$ cat config.mk
export PLATFORM = sky130hd
export DESIGN_NAME = card_lock_controller
export DESIGN_NICKNAME = d
export VERILOG_FILES = /design/src/rtl/card_lock_pkg.sv /design/src/rtl/key_sync_edge.sv /design/src/rtl/card_lock_controller.sv
export SDC_FILE = /design/constraint.sdc
export NUM_CORES = 1
export LEC_CHECK = 0
export CAP_MARGIN = 20
export CORE_MARGIN = 2
export CORE_UTILIZATION = 25
export DETAILED_ROUTE_END_ITERATION = 6
export MAX_ROUTING_LAYER = met4
export SLEW_MARGIN = 20
export SYNTH_ARGS = -nofsm -noshare
export SYNTH_HDL_FRONTEND = slang
export SYNTH_SLANG_ARGS = --single-unit
$ cat constraint.sdc
create_clock -name clk -period 3.1 [get_ports clk]
set_input_delay 0.465 -clock clk [delete_from_list [all_inputs] [get_ports clk]]
set_output_delay 0.465 -clock clk [all_outputs]
set_load 0.02 [all_outputs]
$ cat src/rtl/card_lock_pkg.sv
// Shared types and constants for the card-lock controller: FSM states,
// card-type encodings and datapath widths.
package card_lock_pkg;

    localparam int CODE_W = 16;
    localparam int SW_W   = 18;

    localparam logic [1:0] CT_USER    = 2'b01;
    localparam logic [1:0] CT_PROGRAM = 2'b10;

    typedef enum logic [2:0] {
        ST_IDLE    = 3'd0,
        ST_CHECK   = 3'd1,
        ST_OPEN    = 3'd2,
        ST_PROGRAM = 3'd3,
        ST_LOCKOUT = 3'd4
    } state_e;

endpackage

$ cat src/rtl/key_sync_edge.sv
// Two-flop synchronizer for an active-low pushbutton plus a one-cycle pulse
// on each press (high-to-low transition of the synchronized level).
module key_sync_edge (
    input  logic clk,
    input  logic rst_n,
    input  logic key_n_i,
    output logic press_o
);

    logic meta_q;
    logic sync_q;
    logic prev_q;

    // Synchronizer chain plus one delayed copy for edge detection; resets to released.
    always_ff @(posedge clk or negedge rst_n) begin
        if (!rst_n) begin
            meta_q <= 1'b1;
            sync_q <= 1'b1;
            prev_q <= 1'b1;
        end else begin
            meta_q <= key_n_i;
            sync_q <= meta_q;
            prev_q <= sync_q;
        end
    end

    assign press_o = prev_q & ~sync_q;

endmodule

$ cat src/rtl/card_lock_controller.sv
// Card-reader door lock: latches a card from the switches, checks it against
// the stored or master code, and drives door, deny, alarm and program outputs.
module card_lock_controller
    import card_lock_pkg::*;
#(
    parameter int unsigned         OPEN_CYCLES    = 100_000_000,
    parameter int unsigned         LOCKOUT_CYCLES = 500_000_000,
    parameter int unsigned         MAX_FAILS      = 3,
    parameter logic [CODE_W-1:0]   RESET_CODE     = 16'h1234,
    parameter logic [CODE_W-1:0]   MASTER_CODE    = 16'hA5A5
) (
    input  logic            clk,
    input  logic            rst_n,
    input  logic [SW_W-1:0] sw,
    input  logic            key_0,
    input  logic            key_1,
    output logic            card_read,
    output logic            door_open,
    output logic            deny,
    output logic            alarm,
    output logic            prog_mode,
    output logic [1:0]      fail_cnt
);

    localparam int unsigned MAX_DWELL  = (OPEN_CYCLES > LOCKOUT_CYCLES) ? OPEN_CYCLES : LOCKOUT_CYCLES;
    localparam int          CNT_W      = (MAX_DWELL > 2) ? $clog2(MAX_DWELL) : 1;
    localparam logic [CNT_W-1:0] OPEN_LAST = CNT_W'(OPEN_CYCLES - 1);
    localparam logic [CNT_W-1:0] LOCK_LAST = CNT_W'(LOCKOUT_CYCLES - 1);
    localparam logic [1:0]       MAX_F     = 2'(MAX_FAILS);

    logic clr_p;
    logic rd_p;

    key_sync_edge u_key_clr (.clk(clk), .rst_n(rst_n), .key_n_i(key_0), .press_o(clr_p));
    key_sync_edge u_key_rd  (.clk(clk), .rst_n(rst_n), .key_n_i(key_1), .press_o(rd_p));

    state_e              state_q, state_d;
    logic [CNT_W-1:0]    cnt_q, cnt_d;
    logic [SW_W-1:0]     card_q, card_d;
    logic [CODE_W-1:0]   code_q, code_d;
    logic [1:0]          fail_q, fail_d, fail_inc;
    logic                card_read_q, card_read_d;
    logic                deny_q, deny_d;
    logic                door_q, alarm_q, prog_q;

    assign fail_inc = (fail_q == MAX_F) ? MAX_F : fail_q + 2'd1;

    // Next-state, datapath and pulse decode; the dwell counter restarts on any state change.
    always_comb begin
        state_d     = state_q;
        cnt_d       = cnt_q;
        card_d      = card_q;
        code_d      = code_q;
        fail_d      = fail_q;
        card_read_d = card_read_q;
        deny_d      = 1'b0;
        case (state_q)
            ST_IDLE: begin
                if (clr_p) begin
                    card_read_d = 1'b0;
                end else if (rd_p) begin
                    card_d      = sw;
                    card_read_d = 1'b1;
                    state_d     = ST_CHECK;
                end else begin
                    card_read_d = card_read_q;
                end
            end
            ST_CHECK: begin
                if (card_q[17:16] == CT_USER && card_q[15:0] == code_q) begin
                    fail_d  = 2'd0;
                    state_d = ST_OPEN;
                end else if (card_q[17:16] == CT_PROGRAM && card_q[15:0] == MASTER_CODE) begin
                    fail_d  = 2'd0;
                    state_d = ST_PROGRAM;
                end else begin
                    deny_d      = 1'b1;
                    card_read_d = 1'b0;
                    fail_d      = fail_inc;
                    state_d     = (fail_inc == MAX_F) ? ST_LOCKOUT : ST_IDLE;
                end
            end
            ST_OPEN: begin
                if (clr_p || cnt_q == OPEN_LAST) begin
                    card_read_d = 1'b0;
                    state_d     = ST_IDLE;
                end else begin
                    cnt_d = cnt_q + CNT_W'(1);
                end
            end
            ST_PROGRAM: begin
                if (clr_p) begin
                    card_read_d = 1'b0;
                    state_d     = ST_IDLE;
                end else if (rd_p) begin
                    code_d      = sw[15:0];
                    card_read_d = 1'b0;
                    state_d     = ST_IDLE;
                end else begin
                    state_d = ST_PROGRAM;
                end
            end
            ST_LOCKOUT: begin
                if (cnt_q == LOCK_LAST) begin
                    fail_d  = 2'd0;
                    state_d = ST_IDLE;
                end else begin
                    cnt_d = cnt_q + CNT_W'(1);
                end
            end
            default: begin
                card_read_d = 1'b0;
                state_d     = ST_IDLE;
            end
        endcase
        if (state_d != state_q) begin
            cnt_d = {CNT_W{1'b0}};
        end else begin
            cnt_d = cnt_d;
        end
    end

    // State, datapath and registered outputs; door/alarm/prog follow the next state.
    always_ff @(posedge clk or negedge rst_n) begin
        if (!rst_n) begin
            state_q     <= ST_IDLE;
            cnt_q       <= {CNT_W{1'b0}};
            card_q      <= {SW_W{1'b0}};
            code_q      <= RESET_CODE;
            fail_q      <= 2'd0;
            card_read_q <= 1'b0;
            deny_q      <= 1'b0;
            door_q      <= 1'b0;
            alarm_q     <= 1'b0;
            prog_q      <= 1'b0;
        end else begin
            state_q     <= state_d;
            cnt_q       <= cnt_d;
            card_q      <= card_d;
            code_q      <= code_d;
            fail_q      <= fail_d;
            card_read_q <= card_read_d;
            deny_q      <= deny_d;
            door_q      <= (state_d == ST_OPEN);
            alarm_q     <= (state_d == ST_LOCKOUT);
            prog_q      <= (state_d == ST_PROGRAM);
        end
    end

    assign card_read = card_read_q;
    assign door_open = door_q;
    assign deny      = deny_q;
    assign alarm     = alarm_q;
    assign prog_mode = prog_q;
    assign fail_cnt  = fail_q;

endmodule

Word-level counts from Yosys, hierarchy flattened. Index checks and enable logic that the tools add are counted. Widths: inputs -> output; s select.

Add/subtract/negate cells: 2. Eq/ne operators: 24. Multiplexer cells: 30. Bitwise logic cells: 6. Reductions and logical operators: 11.

Operators with widths (number): $mux 29 (3); $pmux 29 s2 (1); $add 29x1->29 const B (1); $eq 29x27->1 const B (1); $eq 29x29->1 const B (1); $mux 3 (7); $eq 16x16->1 (1); $eq 16x16->1 const B (1); $pmux 3 s5 (1); $eq 3x2->1 const B (4); $mux 2 (6); $ne 3x3->1 const B (4); $mux 1 (10); $reduce_and 3->1 (3); $ne 2x2->1 const B (4); $eq 2x2->1 const B (3); $eq 3x3->1 const B (2); $reduce_and 6->1 (1); $pmux 1 s5 (1); $not 1->1 (4); $pmux 2 s2 (1); $eq 3x1->1 const B (1); $logic_not 3->1 (1); $ne 3x3->1 (1); 8 further kinds (10).

Register bits: 79. Input port bits: 22. Output and inout bits: 7. Logic and storage cells: 89.

Depth between registers and ports, before layout. Gate-level depths: netlist of run 1.

Depth after elaboration: 10. Gate-level depth with buffers: 10. Depth with buffers taken out: 6.

Hierarchy. Synthesis of run 1 repeated with hierarchy kept, for this count alone.

Cells, all modules: 354. Area total of the unflattened synthesis: 3955.0 um2.

By module, submodules not included: card_lock_controller (times used 1, cells an instance 346, area each 3769.9 um2, sequential area each 1833.0 um2); key_sync_edge (times used 2, cells an instance 4, area each 92.6 um2, sequential area each 78.8 um2).

Worst setup path before layout of run 1. Ideal clock, no wire load.

Path type: register to register. From: register cnt_q[0]. To: register cnt_q[14]. Setup time: 0.077 ns. Data arrival time: 2.109 ns. Data required time: 3.023 ns. Setup slack: 0.914 ns. Stages on the path, launching flop included: 10. Path buffers: 3. Clock period less this slack: 2.186 ns. Cells stage by stage: dfrtp_1 > ha_1 > and3_1 > buf_2 > and4_1 > clkbuf_1 > o211a_1 > buf_6 > or4_1 > a21oi_1.

Cells in the longest elaborated chain, start to end: 7. Elaborated cells on any way between the ends: 16. Those cells by class: add/sub: 1; eq/ne: 5; mux: 7; reduce/logical: 3.

Ends and longest elaborated chain: from (decl) (RTL line card_lock_controller.sv:38) `logic [CNT_W-1:0] cnt_q, cnt_d;`; from (signal assigned) (RTL line card_lock_controller.sv:127) `cnt_q <= {CNT_W{1'b0}};`; from (signal assigned) (RTL line card_lock_controller.sv:138) `cnt_q <= cnt_d;`; $eq 29x27->1 (RTL line card_lock_controller.sv:84) `if (clr_p || cnt_q == OPEN_LAST) begin`; $logic_or 1x1->1 (RTL line card_lock_controller.sv:84); $mux 3 (RTL line card_lock_controller.sv:84); $pmux 3 s5 (RTL line card_lock_controller.sv:57) `case (state_q)`; $ne 3x3->1 (RTL line card_lock_controller.sv:116) `if (state_d != state_q) begin`; $ne 3x3->1 (no source line) / $reduce_bool 3->1 (equally long branches); $reduce_and 3->1 (no source line).

Several ways; a longest one is shown, not always the timed one. The select of a mux whose other input is x is not followed. A chain may end at the register's enable or synchronous reset.

Worst setup path in the final report of run 1.
From: register cnt_q[10]. To: register cnt_q[7].

The elaborated chain is that of the path after synthesis.

==> qor.yml, run 1 <==
status: "finished clean"
leakagePower_nw: 1.84
synth_area_um2: 4010
synth_commonest_cells: "68 x dfrtp_1, 33 x mux2_2, 25 x a21oi_1, 20 x nand3_1, 18 x nand2_1"
setup_violations: 0
grt_pass1_wl_um: 15400
crit_slowest_cell: "or4_1"
h-tree-depth: 3
arrival_ns: 2.85
area_delta_synth_final_pct: 21.2
clock_sink_count: 79
path_clk_slew_ns: 0.06
tns_ns: 0
worstSetupPathType: "reg2reg"
syn_inst: 359
drc: 0
syn-num-nets: 382
firstDrtPassIters: 4
ys_ff_latch: 79
crit_fanout: 16
groute.usage.overall: 0.118
diodes: 0
insertion_delay_ns: 0.34
antenna_left: 0
grt_pass1_vias: 3084
fin_worst_skew_ns: 0.00762
cts_setup_buffers: 0
hold_viol: 0
synthFlopType: "dfrtp_1"
crit_path_max_incr_delay_ns: 0.63
die_area_um2: 17100
yosys.cell_types.count: 62
fin_crit_sh: 0.855
synth_seq_area_share: 0.496
critPathLaunch: "cnt_q[10]$_DFFE_PN0P_"
cts_made_buffers: 9
cts-root-buf: "clkbuf_16"
grt_overflow_total: 0
hpwl_um: 6220
coreArea_um2: 15800
netlist_top_cells_area: "dfrtp_1 42%, mux2_2 9.3%, dfstp_2 7.2%, a21oi_1 3.1%, xnor2_1 2.8%"
cts-hold-fix-buffers: 0
clock.fmax_ghz: 0.377
yosysTopAreaCell: "dfrtp_1"
relSlewSlack: 0.459
cts_resized: 0
power_density_nw_per_um2: 595
r2r-start: "cnt_q[10]$_DFFE_PN0P_"
min_period_ns: 2.65
crit_end: "cnt_q[7]$_DFFE_PN0P_"
drt-initial-drc-count: 146
cp-start-kind: "flip-flop"
num_rows: 46
placed_cell_area_um2: 4520
die_w_um: 131
die_h_um: 131
cp_cell_sequence: "or4_1, nor4_1, o211ai_1, nand2_1, buf_4, a21oi_1"
post_drt_wl_per_cell_um: 14.8
p_int_w: 0.00214
gp_congestion: 0.855
final_area_um2: 4860
pin_count: 29
yosysMostFrequentCell: "dfrtp_1"
pwr-share-comb: 0.155
vias: 3048
antenna_found_initial: 0
r2r_slack_ns: 0.45
timing_worst_slew_pin_value_ns: 0.806
r2r_end: "cnt_q[7]$_DFFE_PN0P_"
crit_required_ns: 3.30
drive_above_1_share: 0.208
maxCapViolCount: 0
drt_wl_total_um: 9020
cp-end-kind: "flip-flop"
hold_path_class: "in2async"
power_switching_share: 0.261
syn_area_per_cell_um2: 11.2
initial_utilization: 0.254
ff2ff_path_depth: 6
async_reset_ff_frac: 1.00
yosys_warnings: 0
cts.path.max_buffers: 2
cts_tree: "yes"
rsz0062_at_grt: "no"
synth_top_area_frac: 0.424
drv_slew: 0
synth_edf_count: 0
clock_power_share: 0.411
viasPerCell: 5.00
vdd_drop_max_mv: 0.354
port_buffers: 28
switchingPower_w: 0.000756
pwr-share-seq: 0.434
nNetsFinal: 412
grt_max_degree: 80
[cells in the final DEF, fill, tap and decap left out, drive strengths merged, types with 10 or more instances in the layout]
master | Yosys | final
a21oi | 26 | 26
clkbuf | 5 | 11
clkdlybuf4s50 | 0 | 27
dfrtp | 68 | 68
dfstp | 11 | 11
inv | 7 | 10
mux2 | 34 | 34
nand2 | 18 | 18
nand3 | 20 | 20
o21ai | 11 | 11
o31ai | 15 | 15
or4 | 14 | 14
xnor2 | 13 | 13
[routing by layer]
| layer | wire (um) | GRT usage | up-vias |
|---|---|---|---|
| met3 | 432 | 0.0305 | 13 |
| met5 | 0 | - | - |
| met2 | 4420 | 0.187 | 75 |
| met1 | 4010 | 0.147 | 1524 |
| li1 | - | - | 1436 |
| met4 | 154 | 0.0432 | 0 |
[power by group through the flow]
stage          Clock, W  Sequential (W)  Combinational [W]
3_5_place_dp          0         0.00127           0.000450
6_report        0.00119         0.00126           0.000448
5_1_grt         0.00128         0.00127           0.000494
4_1_cts         0.00122         0.00126           0.000456
3_3_place_gp          0         0.00127           0.000440
2_1_floorplan         0         0.00127           0.000275
[worst min-delay path by stage]
stage / start / slack (ns) / end / cells past startpoint
finish: rst_n / 0.15 / card_q[13]$_DFFE_PN0P_ / 1
global route: rst_n / 0.22 / card_q[13]$_DFFE_PN0P_ / 1
CTS: rst_n / 0.34 / code_q[8]$_DFFE_PN0P_ / 1
detailed placement: u_key_clr.meta_q$_DFF_PN1_ / 0.35 / u_key_clr.sync_q$_DFF_PN1_ / 0
global placement: u_key_clr.meta_q$_DFF_PN1_ / 0.35 / u_key_clr.sync_q$_DFF_PN1_ / 0
floorplan: rst_n / 0.17 / alarm$_DFF_PN0_ / 0
[state kept, by name, summed over array words and instances, names as in the netlist]
signal	cells
cnt_q	29
card_q	18
code_q	16
state_q	3
fail_cnt	2
alarm	1
card_read	1
deny	1
door_open	1
prog_mode	1
u_key_clr.meta_q	1
u_key_clr.prev_q	1
u_key_clr.sync_q	1
u_key_rd.meta_q	1
u_key_rd.prev_q	1
u_key_rd.sync_q	1
[per-stage QoR]
stage | setup WS (ns) | total power, W | utilization | instances | hold slack, ns
after floorplan | 0.914 | 0.00154 | - | 359 | 0.169
after global placement | 0.594 | 0.00171 | 0.287 | 594 | 0.348
after detailed placement | 0.486 | 0.00172 | 0.287 | 594 | 0.347
after CTS | 0.478 | 0.00293 | 0.308 | 610 | 0.342
after global routing | 0.303 | 0.00305 | 0.308 | 610 | 0.221
final | 0.450 | 0.00289 | 0.308 | 610 | 0.147
[area by class of cell]
class / count / area, um2
Clock buffer: 11 / 253
Clock inverter: 5 / 86.3
Fill cell: 1633 / 10900
Inverter: 7 / 26.3
Multi-Input combinational cell: 259 / 1920
Sequential cell: 79 / 1990
Tap cell: 216 / 270
Timing Repair Buffer: 33 / 319
[kinds of logic after synthesis]
logic type | after synthesis | synth area share
simple gates | 127 | 0.205
flops | 79 | 0.496
compound gates | 76 | 0.128
mux | 39 | 0.108
buf+inv | 21 | 0.0259
xor+xnor | 16 | 0.0349
fa+ha+maj | 1 | 0.00312
[critical path: cells and delay by family, from the launching register on]
family / cells / cell delay [ns]
buf+inv: 1 / 0.26
flops: 1 / 0.44
compound gates: 2 / 0.32
simple gates: 3 / 1.49
Note: power is estimated with default switching activity, not from simulation.
==> inputs of run 2 (changes only) <==
- clock period: 3.1 -> 3.28 ns (I/O delays scaled with it)
==> run 2 against run 1 <==
Effect of this change:
- clock skew shrank 0.0013 ns
- wire length grew 0.96%
- register-to-register slack gained 0.21 ns
- flip-flop and latch count is the same
- global-route usage is essentially flat
- final area shrank 0.21%
- core utilization shrank 0.063 points
- non-clock buffer count is the same
- clock-buffer cell count shrank 1
- power shrank 6.9%
==> qor.yml, run 2 (synthesis results as in run 1) <==
drt_wl_total_um: 9110
worstSetupPathType: "reg2reg"
timing_worst_slew_pin_value_ns: 0.798
cts-root-buf: "clkbuf_16"
final_cell_mix: "68 x dfrtp_1, 33 x mux2_2, 27 x clkdlybuf4s50_1"
diodes: 0
nNetsFinal: 412
die_area_um2: 17100
hold_path_class: "in2async"
largest-register: "cnt_q"
drv_slew: 0
reg.largest.list: "cnt_q: 29 flops, card_q: 18 flops, code_q: 16 flops"
cp-end-kind: "flip-flop"
largest_reg_flops: 29
hold_viol: 0
grt_overflow_total: 0
hpwl_um: 6240
antenna_found_initial: 0
rsz0062_at_grt: "no"
drc: 0
cts_tree: "yes"
drive_above_1_share: 0.206
fin_crit_sh: 0.799
layout_commonest_cell: "dfrtp_1"
pin_count: 29
maxCapViolCount: 0
viasPerCell: 5.02
fin_worst_skew_ns: 0.00634
path_clk_slew_ns: 0.06
h-tree-depth: 3
groute.usage.overall: 0.119
arrival_ns: 2.83
grt_pass1_wl_um: 15400
min_period_ns: 2.62
crit_fanout: 16
n_fill_cell: 1640
die_w_um: 131
dp_worst_setup_slack_ns: 0.690
cts_setup_buffers: 0
antenna_left: 0
relSlewSlack: 0.464
cp-start-kind: "flip-flop"
cts_resized: 0
post_drt_wl_per_cell_um: 14.9
cts-hold-fix-buffers: 0
cts.path.max_buffers: 2
cts_made_buffers: 9
initial_utilization: 0.254
final_util: 0.308
grt_pass1_vias: 3051
drt-initial-drc-count: 197
insertion_delay_ns: 0.34
status: "finished clean"
power_density_nw_per_um2: 555
clock.fmax_ghz: 0.382
tns_ns: 0
dpl.cell_count: 593
num_rows: 46
setup_ws_ns: 0.661
r2r_slack_ns: 0.66
power_w: 0.00269
leakagePower_nw: 1.83
die_h_um: 131
clock_sink_count: 79
area_delta_synth_final_pct: 21.0
gp_congestion: 0.856
coreArea_um2: 15800
setup_violations: 0
vias: 3063
port_buffers: 28
grt_max_degree: 80
vdd_drop_max_mv: 0.323
firstDrtPassIters: 5
final_cells: 610
crit_required_ns: 3.49
==> run 2: layer usage <==
layer,global-route usage,up-vias,wire length (um)
li1,-,1431,-
met1,0.148,1534,4100
met2,0.183,87,4330
met3,0.0334,11,523
met4,0.0463,0,159
met5,-,-,0
==> run 2: area by class of cell <==
cell class	count	area (um2)	share of cell area
flip-flops and latches	79	1990	0.410
multi-input cells	259	1920	0.395
clock buffers	10	229	0.0472
clock inverters	6	91.3	0.0188
well taps	216	270	0.0557
repair buffers	33	328	0.0675
inverters	7	26.3	0.00541
==> run 2: through the flow <==
stage,instance area [um2],hold slack [ns]
after detailed placement,4510,0.347
after global placement,4510,0.348
after CTS,4830,0.357
after global routing,4850,0.161
after floorplan,4010,0.196
final,4850,0.126
==> run 2: path summary, 6_finish.rpt <==
kind                                                  from                          to  depth (start not counted)
worst max-delay path                 cnt_q[10]$_DFFE_PN0P_        cnt_q[7]$_DFFE_PN0P_                          6
worst min-delay path                                 rst_n      code_q[13]$_DFFE_PN0P_                          1
worst max register to register       cnt_q[10]$_DFFE_PN0P_        cnt_q[7]$_DFFE_PN0P_                          6
worst min register to register  u_key_clr.meta_q$_DFF_PN1_  u_key_clr.sync_q$_DFF_PN1_                          0
max in group asynchronous                            rst_n   u_key_rd.meta_q$_DFF_PN1_                          2
min in group clk                u_key_clr.meta_q$_DFF_PN1_  u_key_clr.sync_q$_DFF_PN1_                          0
==> run 2: report_power, final <==
part	switching, W	internal [W]	total, W	leakage, nW
sequential	0.000103	0.00108	0.00119	1.02
combinational	0.000199	0.000223	0.000422	0.659
clock	0.000414	0.000672	0.00109	0.157
==> run 2: worst max-delay path: stages (launching register included) <==
cell and delay [ns]:
dfrtp_1 0.44, or4_1 0.64, nor4_1 0.30, o211ai_1 0.26
nand2_1 0.55, buf_4 0.26, a21oi_1 0.05
==> inputs of run 3 (changes only) <==
- clock period: 3.28 -> 2.4 ns (I/O delays scaled with it)
==> run 3 against run 2 <==
Effect of this change:
- the run now ends with hold timing left
- sequential share of layout area down 0.69 points
- final area grew 1.7%
- setup slack lost 0.46 ns
- clock power up 31%
- worst hold slack worse by 0.13 ns
- critical path depth up 1
- combinational power up 42%
- critical endpoint is now cnt_q[10]$_DFFE_PN0P_
- largest cell class unchanged
- largest power group unchanged
==> qor.yml, run 3 (synthesis results as in run 1) <==
crit_path_max_incr_delay_ns: 0.48
crit_fanout: 22
antenna_found_initial: 0
drive_above_1_share: 0.232
rsz0062_at_grt: "no"
drc: 0
vias: 3109
r2r_end: "cnt_q[10]$_DFFE_PN0P_"
largest-register: "cnt_q"
port_buffers: 28
fin_crit_sh: 0.916
p_int_w: 0.00265
grt_pass1_vias: 3121
grt_overflow_total: 0
clock_sink_count: 79
timing_worst_slew_pin_value_ns: 0.694
path_clk_slew_ns: 0.07
firstDrtPassIters: 4
diodes: 0
failed_checks: "hold timing"
pwr-share-comb: 0.165
grt_pass1_wl_um: 15600
vdd_drop_max_mv: 0.406
layout_commonest_cell: "dfrtp_1"
drt_wl_total_um: 9210
fin_worst_skew_ns: 0.00943
worstSetupPathType: "reg2reg"
maxCapViolCount: 0
cts_setup_buffers: 0
crit_required_ns: 2.67
hpwl_um: 6610
die_h_um: 131
cts-root-buf: "clkbuf_16"
die_w_um: 131
gp_congestion: 0.894
insertion_delay_ns: 0.35
die_area_um2: 17100
grt_max_degree: 43
cp_cell_sequence: "ha_1, and3_1, and4_1, o211a_1, buf_4, or4_1, a21oi_1"
largest_reg_flops: 29
cts.path.max_buffers: 2
area_delta_synth_final_pct: 23.0
status: "finished with violations"
final_cells: 622
hold_viol: 3
post_drt_wl_per_cell_um: 14.8
clock.fmax_ghz: 0.455
h-tree-depth: 3
drv_slew: 0
initial_utilization: 0.254
cts_tree: "yes"
r2r-start: "cnt_q[0]$_DFFE_PN0P_"
dpl.cell_count: 606
reg.largest.list: "cnt_q: 29 flops, card_q: 18 flops, code_q: 16 flops"
groute.usage.overall: 0.121
cp-start-kind: "flip-flop"
pwr-share-seq: 0.443
cts-hold-fix-buffers: 0
viasPerCell: 5.00
tns_ns: 0
cts_made_buffers: 9
arrival_ns: 2.47
leakagePower_nw: 1.89
hold_ws_ns: -0.00247
clock_power_share: 0.392
hold_path_class: "in2async"
power_switching_share: 0.275
drt-initial-drc-count: 164
setup_violations: 0
switchingPower_w: 0.00100
antenna_left: 0
ff2ff_path_depth: 7
final_cell_mix: "68 x dfrtp_1, 33 x mux2_2, 27 x clkdlybuf4s50_1"
r2r_slack_ns: 0.20
num_rows: 46
cts_resized: 0
relSlewSlack: 0.533
pin_count: 29
coreArea_um2: 15800
cp-end-kind: "flip-flop"
nNetsFinal: 424
power_density_nw_per_um2: 739
crit_slowest_cell: "or4_1"
min_period_ns: 2.20
## run 3: layer usage
layer | vias to the layer above | global-route usage | part of all wire
li1 | 1464 | - | -
met1 | 1552 | 0.150 | 0.45
met2 | 78 | 0.192 | 0.49
met3 | 15 | 0.0309 | 0.043
met4 | 0 | 0.0432 | 0.013
met5 | - | - | 0
## run 3: how the worst max path moves through the flow
stage | start | slack (ns) | endpoint
2_1_floorplan | cnt_q[0]$_DFFE_PN0P_ | 0.21 | cnt_q[14]$_DFFE_PN0P_
3_3_place_gp | cnt_q[0]$_DFFE_PN0P_ | 0.29 | cnt_q[10]$_DFFE_PN0P_
3_5_place_dp | cnt_q[0]$_DFFE_PN0P_ | 0.21 | cnt_q[10]$_DFFE_PN0P_
4_1_cts | cnt_q[0]$_DFFE_PN0P_ | 0.20 | cnt_q[10]$_DFFE_PN0P_
5_1_grt | state_q[2]$_DFF_PN0_ | 0.05 | cnt_q[2]$_DFFE_PN0P_
6_report | cnt_q[0]$_DFFE_PN0P_ | 0.20 | cnt_q[10]$_DFFE_PN0P_
## run 3: per-stage QoR
stage               worst slack (ns)  area (um2)   util  hold WS [ns]  power (W)
finish                         0.202        4940  0.313      -0.00247    0.00365
detailed placement             0.212        4620  0.293         0.350    0.00225
global placement               0.287        4620  0.293         0.348    0.00223
global route                  0.0526        4940  0.313        0.0419    0.00382
CTS                            0.198        4940  0.313        0.0181    0.00370
floorplan                      0.214        4010      -        0.0644    0.00200
## run 3: final cells by class
cell class | instances | area [um2]
fill | 1610 | 10800
sequential | 79 | 1990
multi-input combinational | 259 | 1920
timing repair buffer | 45 | 418
tap | 216 | 270
clock buffer | 10 | 239
clock inverter | 6 | 73.8
inverter | 7 | 26.3
## run 3: worst max-delay path, delay by kind of cell (launching register included)
kind	cells	cell delay [ns]
compound gates	2	0.30
buf+inv	1	0.20
simple gates	3	0.96
fa+ha+maj	1	0.24
flops	1	0.43
## run 3: power by group through the flow
stage	Combinational, W	Clock [W]	Sequential [W]
final	0.000601	0.00143	0.00162
after global routing	0.000657	0.00152	0.00164
after CTS	0.000609	0.00147	0.00162
after detailed placement	0.000605	0	0.00164
after global placement	0.000592	0	0.00164
after floorplan	0.000355	0	0.00164
